[src/rtl/seq_multiplier_if.sv]
// Handshake and operand/result bundle between the control unit and seq_multiplier.
// The master side issues requests; the slave side is the multiplier.
interface seq_multiplier_if #(
    parameter int SIZE = 32
);
    logic            start;
    logic            is_signed;
    logic [SIZE-1:0] a;
    logic [SIZE-1:0] b;
    logic            busy;
    logic            done;
    logic [SIZE-1:0] hi;
    logic [SIZE-1:0] lo;

    modport master (
        output start, is_signed, a, b,
        input  busy, done, hi, lo
    );

    modport slave (
        input  start, is_signed, a, b,
        output busy, done, hi, lo
    );
endinterface

[src/rtl/seq_multiplier.sv]
// Multi-cycle shift-and-add multiplier producing a 2*SIZE-bit {hi, lo} product
// for mult/multu; one custom_adder iteration per clock, sign fixed up at the end.

module custom_adder #(
    parameter int SIZE = 32
) (
    input  logic [SIZE-1:0] A,
    input  logic [SIZE-1:0] B,
    input  logic            Cin,
    output logic [SIZE-1:0] Result,
    output logic            Cout
);
    assign {Cout, Result} = {1'b0, A} + {1'b0, B} + {{SIZE{1'b0}}, Cin};
endmodule

module seq_multiplier #(
    parameter int SIZE = 32
) (
    input  logic              clk,
    input  logic              rst_n,
    seq_multiplier_if.slave   bus
);
    localparam int CW = (SIZE > 2) ? $clog2(SIZE) : 1;

    typedef enum logic [1:0] {
        IDLE = 2'd0,
        CALC = 2'd1,
        FIX  = 2'd2
    } state_t;

    state_t          state_q, state_d;
    logic [SIZE-1:0] mcand_q, mcand_d;
    logic [SIZE-1:0] mreg_q,  mreg_d;
    logic [SIZE-1:0] acc_q,   acc_d;
    logic [CW-1:0]   count_q, count_d;
    logic            neg_q,   neg_d;
    logic            busy_q,  busy_d;
    logic            done_q,  done_d;
    logic [SIZE-1:0] hi_q,    hi_d;
    logic [SIZE-1:0] lo_q,    lo_d;

    logic [SIZE-1:0] add_b;
    logic [SIZE-1:0] add_sum;
    logic            add_cout;
    logic [SIZE-1:0] a_mag;
    logic [SIZE-1:0] b_mag;
    logic [2*SIZE-1:0] prod_raw;
    logic [2*SIZE-1:0] prod_fix;

    // The most negative operand negates to itself, which is its correct unsigned magnitude.
    assign a_mag = (bus.is_signed && bus.a[SIZE-1]) ? (~bus.a + 1'b1) : bus.a;
    assign b_mag = (bus.is_signed && bus.b[SIZE-1]) ? (~bus.b + 1'b1) : bus.b;

    assign add_b    = mreg_q[0] ? mcand_q : '0;
    assign prod_raw = {acc_q, mreg_q};
    assign prod_fix = neg_q ? (~prod_raw + 1'b1) : prod_raw;

    custom_adder #(.SIZE(SIZE)) u_adder (
        .A      (acc_q),
        .B      (add_b),
        .Cin    (1'b0),
        .Result (add_sum),
        .Cout   (add_cout)
    );

    // NOTE: every signal driven here gets a default first so no path leaves it unassigned (no latch).
    always_comb begin
        state_d = state_q;
        mcand_d = mcand_q;
        mreg_d  = mreg_q;
        acc_d   = acc_q;
        count_d = count_q;
        neg_d   = neg_q;
        busy_d  = busy_q;
        done_d  = 1'b0;
        hi_d    = hi_q;
        lo_d    = lo_q;

        unique case (state_q)
            IDLE: begin
                if (bus.start) begin
                    mcand_d = a_mag;
                    mreg_d  = b_mag;
                    neg_d   = bus.is_signed & (bus.a[SIZE-1] ^ bus.b[SIZE-1]);
                    acc_d   = '0;
                    count_d = '0;
                    busy_d  = 1'b1;
                    state_d = CALC;
                end
            end
            CALC: begin
                // Carry enters the accumulator MSB; the sum LSB shifts into the multiplier register.
                acc_d   = {add_cout, add_sum[SIZE-1:1]};
                mreg_d  = {add_sum[0], mreg_q[SIZE-1:1]};
                count_d = count_q + 1'b1;
                if (count_q == CW'(SIZE - 1)) begin
                    state_d = FIX;
                end
            end
            FIX: begin
                {hi_d, lo_d} = prod_fix;
                done_d  = 1'b1;
                busy_d  = 1'b0;
                state_d = IDLE;
            end
            default: begin
                state_d = IDLE;
                busy_d  = 1'b0;
            end
        endcase
    end

    // NOTE: sequential state uses non-blocking assignments so all registers update together.
    always_ff @(posedge clk or negedge rst_n) begin
        if (!rst_n) begin
            state_q <= IDLE;
            mcand_q <= '0;
            mreg_q  <= '0;
            acc_q   <= '0;
            count_q <= '0;
            neg_q   <= 1'b0;
            busy_q  <= 1'b0;
            done_q  <= 1'b0;
            hi_q    <= '0;
            lo_q    <= '0;
        end else begin
            state_q <= state_d;
            mcand_q <= mcand_d;
            mreg_q  <= mreg_d;
            acc_q   <= acc_d;
            count_q <= count_d;
            neg_q   <= neg_d;
            busy_q  <= busy_d;
            done_q  <= done_d;
            hi_q    <= hi_d;
            lo_q    <= lo_d;
        end
    end

    assign bus.busy = busy_q;
    assign bus.done = done_q;
    assign bus.hi   = hi_q;
    assign bus.lo   = lo_q;
endmodule

[src/flat_wrapper.sv]
// flat-port wrapper written by rule: the top's interface ports become plain ports
module seq_multiplier_flat 
#(
    parameter int SIZE = 32
)
  (clk, rst_n, bus_start, bus_is_signed, bus_a, bus_b, bus_busy, bus_done, bus_hi, bus_lo);
  seq_multiplier_if #(.SIZE(SIZE)) bus_i ();
  input  logic clk;
  input  logic rst_n;
  input wire logic [$bits(bus_i.start)-1:0] bus_start;
  input wire logic [$bits(bus_i.is_signed)-1:0] bus_is_signed;
  input wire logic [$bits(bus_i.a)-1:0] bus_a;
  input wire logic [$bits(bus_i.b)-1:0] bus_b;
  output wire logic [$bits(bus_i.busy)-1:0] bus_busy;
  output wire logic [$bits(bus_i.done)-1:0] bus_done;
  output wire logic [$bits(bus_i.hi)-1:0] bus_hi;
  output wire logic [$bits(bus_i.lo)-1:0] bus_lo;
  assign bus_i.start = bus_start;
  assign bus_i.is_signed = bus_is_signed;
  assign bus_i.a = bus_a;
  assign bus_i.b = bus_b;
  assign bus_busy = bus_i.busy;
  assign bus_done = bus_i.done;
  assign bus_hi = bus_i.hi;
  assign bus_lo = bus_i.lo;
  seq_multiplier #(.SIZE(SIZE)) u_core (.clk(clk), .rst_n(rst_n), .bus(bus_i));
endmodule
[config.mk]
export PLATFORM = sky130hd
export DESIGN_NAME = seq_multiplier_flat
export DESIGN_NICKNAME = d
export VERILOG_FILES = /design/src/rtl/seq_multiplier_if.sv /design/src/rtl/seq_multiplier.sv /design/src/flat_wrapper.sv
export SDC_FILE = /design/constraint.sdc
export NUM_CORES = 1
export LEC_CHECK = 0
export CORE_MARGIN = 3
export CORE_UTILIZATION = 53
export CTS_BUF_LIST = sky130_fd_sc_hd__clkbuf_4
export DETAILED_ROUTE_END_ITERATION = 7
export GPL_TIMING_DRIVEN = 0
export PLACE_DENSITY = 0.77
export SLEW_MARGIN = 40
export SYNTH_ARGS = -nofsm -noshare
export SYNTH_HDL_FRONTEND = slang
export SYNTH_SLANG_ARGS = --single-unit
[constraint.sdc]
create_clock -name clk -period 3.2 [get_ports clk]
set_input_delay 0.48 -clock clk [delete_from_list [all_inputs] [get_ports clk]]
set_output_delay 0.48 -clock clk [all_outputs]
set_load 0.01 [all_outputs]
==> metrics.md <==
| Metric | Value |
|---|---|
| Status | finished clean |
| CTS root buffer | clkbuf_4 |
| Die ar. | between 20000 and 25000 sq um |
| Worst Max-Slew Pin Slew | a little under 0.9 ns |
| Slowest cell on the critical path | or3b_4 |
| Leakage | 5.54 nW |
| Row cnt | 51 |
| Final setup fails | 0 |
| PD cells | ~920 nW/um^2 |
| Layout cells sized above 1 | under 10% |
| Max Root-Sink Buffers | 2 |
| Setup_tns | 0 ns |
| FF-to-FF path depth | 12 |
| Most frequent cell after synthesis | o21ai_0 |
| MaxCap Viol Count | 0 |
| Die Span Y | 149 um |
| P&R area growth vs syn | 23.8% |
| Drt wl/cell | around 18 um |
| Synth top area share | roughly two fifths |
| Slowest Stage Delay on Critical Path | around 0.46 ns |
| DP HPWL | roughly 24000 um |
| H-Tree Depth | 4 |
| Grt peak-use layer | met2 |
| Total gr overflow | 0 |
| Boundary Pins | roughly 130 |
| Vias | 10300 |
| Antenna Nets Post-Route | 0 |
| Min-Delay Path Class | in -> reg |
| Post-synth net total | 1369 |
| Synth area leader | dfrtp_1 |
| Vias in the first global route | between 9000 and 10000 |
| CP Data Required Time | 3.65 ns |
| Global-route met2 utilization | between 40% and 50% |
| Remaining DRCs | 0 |
| Post-synth ARST share | between 90% and 100% |
| Largest cells by area after synthesis | dfrtp_1 (39%), o21ai_0 (8.7%), xor2_1 (7.6%) |
| Final net count | roughly 1500 |
| Crit path buffers/inverters | 3 |
| Post-synthesis compound-gate area fraction | between 20% and 30% |
| Detailed Route Iter0 Violations | 906 |
| Vias per Instance | 5.99 |
| Cell count after synthesis | about 1300 |
| Clock skew | 0.0240 ns |
| Initial core utilization | between 50% and 60% |
| Count of cell types in the netlist | 71 |
| Peak VDD IR | approximately 0.00037 V |
| Hold Path Depth | 2 |
| Max Slew Vio Count | 0 |
| GPL Wtd Cong | around 0.97 |
| Crit path max fanout | 7 |
| Worst path most repeated cell | buf_6 |
| Drt pass-1 iters | 7 |
| CP cell instances | buf_6 -> buf_6 -> and2_4 -> ha_4 -> a21o_1 -> a2111oi_2 -> or3b_4 -> a311oi_4 -> o31a_1 -> buf_4 -> xor2_1 -> o21ai_1 |
| Primary FF master, synth | dfrtp_1 |
| Post-synth EDFFs | 0 |
| Worst hold slack | about 0.28 ns |
| Number of port buffers | 132 |
| Source of the worst hold timing path | bus_is_signed |
| CP Class | reg -> reg |
| Simple logic cell fraction of the synthesized area | 18.6% |
| Multiplexer area fraction after synthesis | less than 1% |
| Fin. Hold Viols | 0 |
| GRT Overall Usage | approximately 28% |
| Worst Setup End Kind | flop |
| Reg-to-reg endpoint | u_core.acc_q[23] |
| Pin count of the biggest net entering global routing | between 60 and 70 |
| Post-Syn Area | around 11000 sq um |
| Worst-skew pair later-pin latency | 0.59 ns |
| Combinational family with the most area after synthesis | compound AO/OA/AOI/OAI gates |
| Number of cells after detailed placement | approximately 1700 |
| CORE AREA | ~20000 sq um |
| Syn avg cell area | 8.60 sq um |
| Most instantiated cells after synthesis | o21ai_0 (189), dfrtp_1 (170), nand2_1 (164), xor2_1 (94), clkbuf_1 (66) |
| Num CTS Buffers | 17 |
| Critical path's top delay family | compound AO/OA/AOI/OAI gates |
| Register area share after synthesis | between 30% and 40% |
| CTS Sinks | 170 |
| GR Layer Usage met3 | 4.95% |
| Synth Area in XOR/XNOR | between 10% and 20% |
| Synth Register Bits | between 150 and 200 |
| Register-to-register setup slack | 0.01 ns |
| RR Startpoint | u_core.mreg_q[0] |
| YS warnings | 0 |
| Clock transition at path regs | ~0.15 ns |
| CP startpoint kind | flop |
| Fin cells | about 1700 |
| FMAX | approximately 310 MHz |
| Routed WL | around 31000 um |
| Arr. time, crit path | approximately 3.6 ns |
| Normalized max-slew margin | between 40% and 50% |
| Final worst path period need | roughly 3.2 ns |
| Final period util | 99.6% |
| Antenna violations before repair | 1 |
| Chip Width | about 150 um |
| M1 GR Usage | 41.0% |
| CTS tree | built |
| RSZ-0062 raised after global routing | yes |
| First-pass GRT wire length | 50400 um |
| Hold EP | u_core.mcand_q[31] |
| Synth Area in Adders | 4.44% |
-- layer usage --
metal  vias up  wire [um]
met5         -          0
met4         0        597
met3        48       2540
met2       466      14100
met1      4886      14200
li1       4869          -
-- flip-flops by register name, summed over array words and instances (netlist names) --
register and flops:
u_core.acc_q 32, u_core.bus.hi 32, u_core.bus.lo 32, u_core.mcand_q 32
u_core.mreg_q 32, u_core.count_q 5, u_core.state_q 2, u_core.bus.busy 1
u_core.bus.done 1, u_core.neg_q 1
-- final cells by class --
type / count / area, sq um
multi-input combinational: 991 / 6570
fill: 1610 / 6320
sequential: 170 / 4270
timing repair buffer: 157 / 1570
tap: 265 / 332
buffer: 65 / 259
clock inverter: 15 / 215
clock buffer: 17 / 128
inverter: 29 / 109
antenna: 5 / 12.5
-- metrics by stage --
stage	total power [mW]	util, %	area [sq um]	setup slack [ns]
after global routing	13.2	68.0	13500	-0.106
after global placement	9.92	63.3	12500	-5.14
after CTS	12.0	67.2	13300	-0.181
final	12.3	68.0	13500	0.0132
after detailed placement	10.1	63.6	12600	-0.774
after floorplan	7.88	-	10900	0.0325
-- how the worst max path moves through the flow --
stage                                    to  slack (ns)  cells past startpoint             start
after floorplan            u_core.acc_q[27]        0.03                     10  u_core.mreg_q[0]
after global placement    u_core.bus.hi[17]       -5.14                      1             rst_n
after global routing       u_core.acc_q[23]       -0.11                     12  u_core.mreg_q[0]
final                      u_core.acc_q[23]        0.01                     12  u_core.mreg_q[0]
after CTS                  u_core.bus.hi[1]       -0.18                      8  u_core.mreg_q[0]
after detailed placement   u_core.acc_q[27]       -0.77                     10  u_core.mreg_q[0]
-- cells in the final DEF, fill, tap and decap left out, types with 6 or more instances in the layout --
cell,n
xor2_1,94
nand4_1,10
nand2_1,163
a31oi_1,12
inv_1,28
o31ai_2,10
clkbuf_4,17
and2_1,35
dfrtp_2,9
nor2_1,59
nor2b_1,8
clkbuf_1,57
ha_1,29
o31ai_1,25
xnor2_1,47
dfrtp_1,161
nand2b_1,8
o21ai_1,6
clkdlybuf4s50_1,131
o41ai_1,9
buf_4,18
nor4_1,11
a21o_1,16
a21oi_1,58
nand3_1,25
a22oi_1,27
or3_1,13
o21ai_0,179
or4_1,10
o21a_1,7
nor3_1,21
-- where the power goes --
group | leakage, nW | internal (mW) | switching [mW]
logic | 3.32 | 3.02 | 3.53
clock network | 0.182 | 0.641 | 0.833
registers | 2.04 | 3.12 | 1.17
total | 5.54 | 6.79 | 5.53
-- cells by family after synthesis --
family,count (synthesis)
and+or+nand+nor,408
buffers and inverters,102
muxes,4
AOI/OAI and AO/OA,399
adders and majority gates,38
DFF,170
xor gates and xnor gates,142
-- what timing repair did --
item                                    4_1_cts  5_1_grt
gates resized for setup                      57       34
pin swaps                                    17       16
gates cloned                                  0        1
endpoints found under the setup margin       42       36
hold buffers                                  1        0
hold endpoints to repair                     53        0
setup buffers                                16        5
-- worst reg2reg max path, stage by stage, from the launching register on --
cell	delay (ns)
dfrtp_2	0.45
buf_6	0.15
buf_6	0.12
and2_4	0.15
ha_4	0.25
a21o_1	0.19
a2111oi_2	0.32
or3b_4	0.46
a311oi_4	0.31
o31a_1	0.31
buf_4	0.16
xor2_1	0.13
o21ai_1	0.07
Power figures use the tool's default switching activity.
